**config.mk**
```make
export PLATFORM = sky130hd
export DESIGN_NAME = geofence_host
export DESIGN_NICKNAME = d
export VERILOG_FILES = /design/src/rtl/geofence_host.sv
export SDC_FILE = /design/constraint.sdc
export NUM_CORES = 1
export LEC_CHECK = 0
export BUFFER_PORTS_ARGS = -buffer_cell sky130_fd_sc_hd__buf_2
export CORE_MARGIN = 3
export CORE_UTILIZATION = 45
export DETAILED_ROUTE_END_ITERATION = 6
export PLACE_DENSITY = 0.76
export SYNTH_ARGS = -nofsm -noshare
export SYNTH_HDL_FRONTEND = slang
export SYNTH_SLANG_ARGS = --single-unit
```
**constraint.sdc**
```tcl
create_clock -name clk -period 4.1 [get_ports clk]
set_clock_uncertainty 0.2 [all_clocks]
set_input_delay 0.205 -clock clk [delete_from_list [all_inputs] [get_ports clk]]
set_output_delay 0.205 -clock clk [all_outputs]
set_load 0.005 [all_outputs]
```
**src/rtl/geofence_host.sv**
```systemverilog
// -----------------------------------------------------------------------------
// geofence_host
//
// Batch sequencer for a point-in-polygon (geofence) core. Each test reads seven
// 20-bit points (object point, then six fence vertices) from point memory and
// streams them to the core after a one-cycle core reset. It then waits for the
// core's result, or for a timeout, and writes {timeout, inside} to the result
// memory. A running count of inside results is kept for the batch.
//
// Ports
//   clk          rising-edge clock
//   reset        synchronous, active-high reset
//   start        begin a batch (sampled only in IDLE)
//   num_tests    tests in the batch, latched on an accepted start
//   mem_addr     point-memory read address (point p of test t at 7*t+p)
//   mem_rdata    point word {X,Y}, valid the cycle after mem_addr
//   core_rst     one-cycle reset pulse to the core, issued before every test
//   X, Y         registered coordinate stream to the core
//   valid        core result valid (only honoured while waiting)
//   is_inside    core result
//   res_we       one-cycle result write strobe
//   res_addr     test index of the result write
//   res_data     {timeout, inside}
//   inside_cnt   running count of inside results in the current batch
//   busy         high in every state except IDLE
//   done         one-cycle pulse when the batch completes
// -----------------------------------------------------------------------------
module geofence_host #(
    parameter int unsigned TMO_CYCLES = 255
) (
    input  logic        clk,
    input  logic        reset,
    input  logic        start,
    input  logic [7:0]  num_tests,
    output logic [10:0] mem_addr,
    input  logic [19:0] mem_rdata,
    output logic        core_rst,
    output logic [9:0]  X,
    output logic [9:0]  Y,
    input  logic        valid,
    input  logic        is_inside,
    output logic        res_we,
    output logic [7:0]  res_addr,
    output logic [1:0]  res_data,
    output logic [7:0]  inside_cnt,
    output logic        busy,
    output logic        done
);

    // Wait counter just wide enough to reach TMO_CYCLES.
    localparam int CW = (TMO_CYCLES < 1) ? 1 : $clog2(TMO_CYCLES + 1);

    typedef enum logic [2:0] {
        S_IDLE,
        S_PRE,
        S_RST,
        S_SEND,
        S_WAIT,
        S_WRITE
    } state_e;

    state_e          state_q, state_d;
    logic [7:0]      t_q, t_d;             // current test index
    logic [7:0]      num_q, num_d;         // latched batch size
    logic [2:0]      p_q, p_d;             // point index within SEND
    logic [CW-1:0]   wcnt_q, wcnt_d;       // WAIT-state cycle counter
    logic [9:0]      x_q, x_d;
    logic [9:0]      y_q, y_d;
    logic [1:0]      res_data_q, res_data_d;
    logic [7:0]      inside_cnt_q, inside_cnt_d;
    logic            done_q, done_d;

    logic [10:0]     addr_base;
    logic [10:0]     addr_off;

    // -------------------------------------------------------------------------
    // State register
    // -------------------------------------------------------------------------
    // NOTE: sequential state uses non-blocking assignments so every register
    // samples the pre-edge values of the others, independent of block order.
    always_ff @(posedge clk) begin
        if (reset) begin
            state_q      <= S_IDLE;
            t_q          <= '0;
            num_q        <= '0;
            p_q          <= '0;
            wcnt_q       <= '0;
            x_q          <= '0;
            y_q          <= '0;
            res_data_q   <= '0;
            inside_cnt_q <= '0;
            done_q       <= 1'b0;
        end else begin
            state_q      <= state_d;
            t_q          <= t_d;
            num_q        <= num_d;
            p_q          <= p_d;
            wcnt_q       <= wcnt_d;
            x_q          <= x_d;
            y_q          <= y_d;
            res_data_q   <= res_data_d;
            inside_cnt_q <= inside_cnt_d;
            done_q       <= done_d;
        end
    end

    // -------------------------------------------------------------------------
    // Next-state logic
    // -------------------------------------------------------------------------
    // NOTE: every variable written here gets a default first, so no path can
    // leave one unassigned and infer a latch.
    always_comb begin
        state_d      = state_q;
        t_d          = t_q;
        num_d        = num_q;
        p_d          = p_q;
        wcnt_d       = wcnt_q;
        x_d          = x_q;
        y_d          = y_q;
        res_data_d   = res_data_q;
        inside_cnt_d = inside_cnt_q;
        done_d       = 1'b0;

        // The coordinate pipeline follows the memory read stream while
        // fetching/sending; the word loaded at the end of RST is point 0.
        if (state_q == S_PRE || state_q == S_RST || state_q == S_SEND) begin
            x_d = mem_rdata[19:10];
            y_d = mem_rdata[9:0];
        end

        unique case (state_q)
            S_IDLE: begin
                if (start) begin
                    num_d        = num_tests;
                    t_d          = '0;
                    inside_cnt_d = '0;
                    // An empty batch completes immediately without touching
                    // the core.
                    if (num_tests == 8'd0) begin
                        done_d = 1'b1;
                    end else begin
                        state_d = S_PRE;
                    end
                end
            end

            S_PRE: begin
                state_d = S_RST;
            end

            S_RST: begin
                p_d     = '0;
                state_d = S_SEND;
            end

            S_SEND: begin
                if (p_q == 3'd6) begin
                    wcnt_d  = '0;
                    state_d = S_WAIT;
                end else begin
                    p_d = p_q + 3'd1;
                end
            end

            S_WAIT: begin
                // A result arriving on the timeout cycle still counts as a
                // normal result.
                if (valid) begin
                    res_data_d = {1'b0, is_inside};
                    state_d    = S_WRITE;
                end else if (wcnt_q == CW'(TMO_CYCLES)) begin
                    res_data_d = 2'b10;
                    state_d    = S_WRITE;
                end else begin
                    wcnt_d = wcnt_q + 1'b1;
                end
            end

            S_WRITE: begin
                inside_cnt_d = inside_cnt_q + {7'd0, res_data_q[0]};
                // Compare at 9 bits so the last test of a 255-test batch
                // cannot wrap.
                if (({1'b0, t_q} + 9'd1) == {1'b0, num_q}) begin
                    done_d  = 1'b1;
                    state_d = S_IDLE;
                end else begin
                    t_d     = t_q + 8'd1;
                    state_d = S_PRE;
                end
            end

            default: begin
                state_d = S_IDLE;
            end
        endcase
    end

    // -------------------------------------------------------------------------
    // Point-memory address: 7*t computed as 8*t - t at 11 bits (max 1785),
    // plus the per-state point offset.
    // -------------------------------------------------------------------------
    always_comb begin
        addr_base = ({3'b000, t_q} << 3) - {3'b000, t_q};
        unique case (state_q)
            S_RST:   addr_off = 11'd1;
            S_SEND:  addr_off = {8'd0, p_q} + 11'd2;
            default: addr_off = 11'd0;
        endcase
    end

    // -------------------------------------------------------------------------
    // Outputs
    // -------------------------------------------------------------------------
    assign mem_addr   = addr_base + addr_off;
    assign core_rst   = (state_q == S_RST);
    assign res_we     = (state_q == S_WRITE);
    assign busy       = (state_q != S_IDLE);
    assign res_addr   = t_q;
    assign res_data   = res_data_q;
    assign inside_cnt = inside_cnt_q;
    assign done       = done_q;
    assign X          = x_q;
    assign Y          = y_q;

endmodule

```
==> run metrics <==
fillers between 600 and 700; Max IR drop VDD 0.279 mV; global-route usage over all layers 0.209; post-DP HPWL 6.21 mm; clock buffer depth 2; CTS buffer count 9; area delta synth->final 29.0%; routed wl met3 526 um; Hold Path Class primary input to register; largest net degree at the start of global routing 43; RSZ-0062 raised after global routing no; final setup fails 0; final worst-path cycle share 0.946; Final Hold Fails 0; Max FO, Critical Path 8; number of synthesized register bits 61; Core Area 7290 sq um; Slew HR 0.490; die height 93.0 um; post-route ant nets 0; routed wire length 9.02 mm; Crit path required time 3.69 ns; syn avg cell area 7.94 sq um; Die ar. 8650 sq um; Layout Nets 598; most common cell after layout, fill and taps aside buf_2; Worst path max stage delay 0.46 ns; Antenna Cells 0; detailed-route via count between 3000 and 4000; arrival time at the worst endpoint ~3.5 ns; Syn. warnings 0; post-route insts no fill 642; met2 wire len 4.64 mm; DRT iter0 DRCs 133; Worst-path clk slew 0.07 ns; layout cell share with drive strength beyond 1 0.215; post-synthesis sequential area ratio 0.358; CTS tree yes; Primary FF master, synth dfxtp_1; H-tree lvl count 3; WS Path Type register to primary output; Die W 93.0 um; First-pass DRT Iterations 4; vias in the first global route 3286; clock latency on the worst-skew pair 0.34 ns; clock net sink count 61; post-synthesis net count 489; most frequent cells in the layout buf_2 (85), nand2_1 (81), dfxtp_1 (60); outcome completed; Post-Syn Area 3410 sq um; setup TNS 0 ns; Power Density 349 nW/um^2; Worst-Margin Slew about 0.76 ns; CTS Root Cell clkbuf_8; Overall Power 1.53 mW; Cells after Synth 429; Avg WL per Cell between 10 and 15 um; number of synthesized flops with an enable pin 0; Congestion Overflow GR 0; count of port buffers added during placement 85; ys async rst share 0; M1 WL 3.66 mm; first-pass GRT wire length 14.7 mm; post-CTS setup buffers 0; DR DRC count 0; Via density about 5.3; crit path max-delay cell type a2111oi_0; Starting Density 0.467; Placer Congestion 0.812; CP Launch Type register; Unique masters post-synth 56; endpoint class of the critical path primary output; Lkg Pwr 1.90 nW; max layer used met4; I/O Pins 86; Cells after DPL 596; Max Cap Viol 0; row count 31; initial antenna violation count 0; Slew Viols, Final 0; Final min period 3.88 ns; Max Freq 258 MHz; crit-path cells nor2b_1 > and3_1 > fa_1 > ha_1 > a21o_1 > a21oi_1 > o21bai_1 > a2111oi_0 > nor3_1 > xor2_1 > buf_2
cell usage after synthesis (8+ instances only):
| cell type | instances | share of area |
|---|---|---|
| nor2_1 | 30 | 0.033 |
| o21ai_0 | 11 | 0.016 |
| dfxtp_1 | 61 | 0.36 |
| inv_1 | 19 | 0.021 |
| xnor2_1 | 19 | 0.049 |
| nand2_1 | 81 | 0.089 |
| clkbuf_1 | 15 | 0.017 |
| xor2_1 | 9 | 0.023 |
| nand3_1 | 15 | 0.022 |
| ha_1 | 25 | 0.092 |
| nor3_1 | 17 | 0.025 |
| and3_1 | 8 | 0.015 |
| a21oi_1 | 48 | 0.071 |
worst max-delay path: cells and delay by family, from the launching register on:
family / cells / cell delay [ns]
AOI/OAI and AO/OA: 4 / 0.96
xor gates and xnor gates: 1 / 0.16
adders and majority gates: 2 / 0.77
buffers and inverters: 1 / 0.13
DFF: 1 / 0.45
and+or+nand+nor: 3 / 0.65
cell families (layout without fill, tap and decap cells):
| family | Yosys count | in the layout | share of synthesized area |
|---|---|---|---|
| AOI/OAI and AO/OA | 87 | 87 | 0.155 |
| xor gates and xnor gates | 28 | 28 | 0.0720 |
| adders and majority gates | 27 | 27 | 0.104 |
| buffers and inverters | 39 | 153 | 0.0466 |
| DFF | 61 | 61 | 0.358 |
| muxes | 1 | 1 | 0.00330 |
| and+or+nand+nor | 186 | 186 | 0.261 |
worst paths after layout:
path,start,endpoint,slack (ns),depth (start not counted)
worst max-delay path,state_q[1],mem_addr[9],0.22,11
worst min register to register,Y[2],Y[2],0.26,2
worst max register to register,res_addr[0],res_addr[0],1.17,6
worst min-delay path,reset,p_q[1],0.05,2
metal layers:
layer	up-vias	global-route usage
met4	0	0.0830
met2	96	0.373
met1	1584	0.233
met3	17	0.0595
met5	-	0
li1	1711	-
cell type report:
class / count / area (sq um) / area share
Clock buffer: 9 / 124 / 0.0282
Clock inverter: 7 / 80.1 / 0.0182
Inverter: 19 / 71.3 / 0.0162
Multi-Input combinational cell: 329 / 2030 / 0.461
Sequential cell: 61 / 1220 / 0.278
Tap cell: 99 / 124 / 0.0282
Timing Repair Buffer: 118 / 748 / 0.170
flip-flops by register name, indices dropped and copies added, names as in the netlist:
name,count
done,1
state_q,3
res_data,2
p_q,3
res_addr,8
inside_cnt,8
Y,10
num_q,8
X,10
wcnt_q,8
where the power goes:
group          internal, mW  total [mW]  switching, mW
clock                 0.289       0.550          0.261
sequential            0.635       0.667         0.0312
combinational         0.136       0.316          0.181
total                  1.06        1.53          0.473
per-stage QoR:
stage,setup WS [ns],util,hold slack [ns],cell area (sq um)
floorplan,0.891,-,0.102,3410
global placement,0.663,0.534,0.240,3890
detailed placement,0.539,0.534,0.247,3890
CTS,0.136,0.603,0.0336,4400
global route,0.00343,0.603,0.0549,4400
finish,0.220,0.603,0.0535,4400
timing repair:
action,in CTS,in global routing
setup endpoints to repair,0,1
hold buffers,30,0
hold endpoints to repair,31,0
gates resized for setup,0,1
No activity file was read; power rests on OpenSTA's default activity.
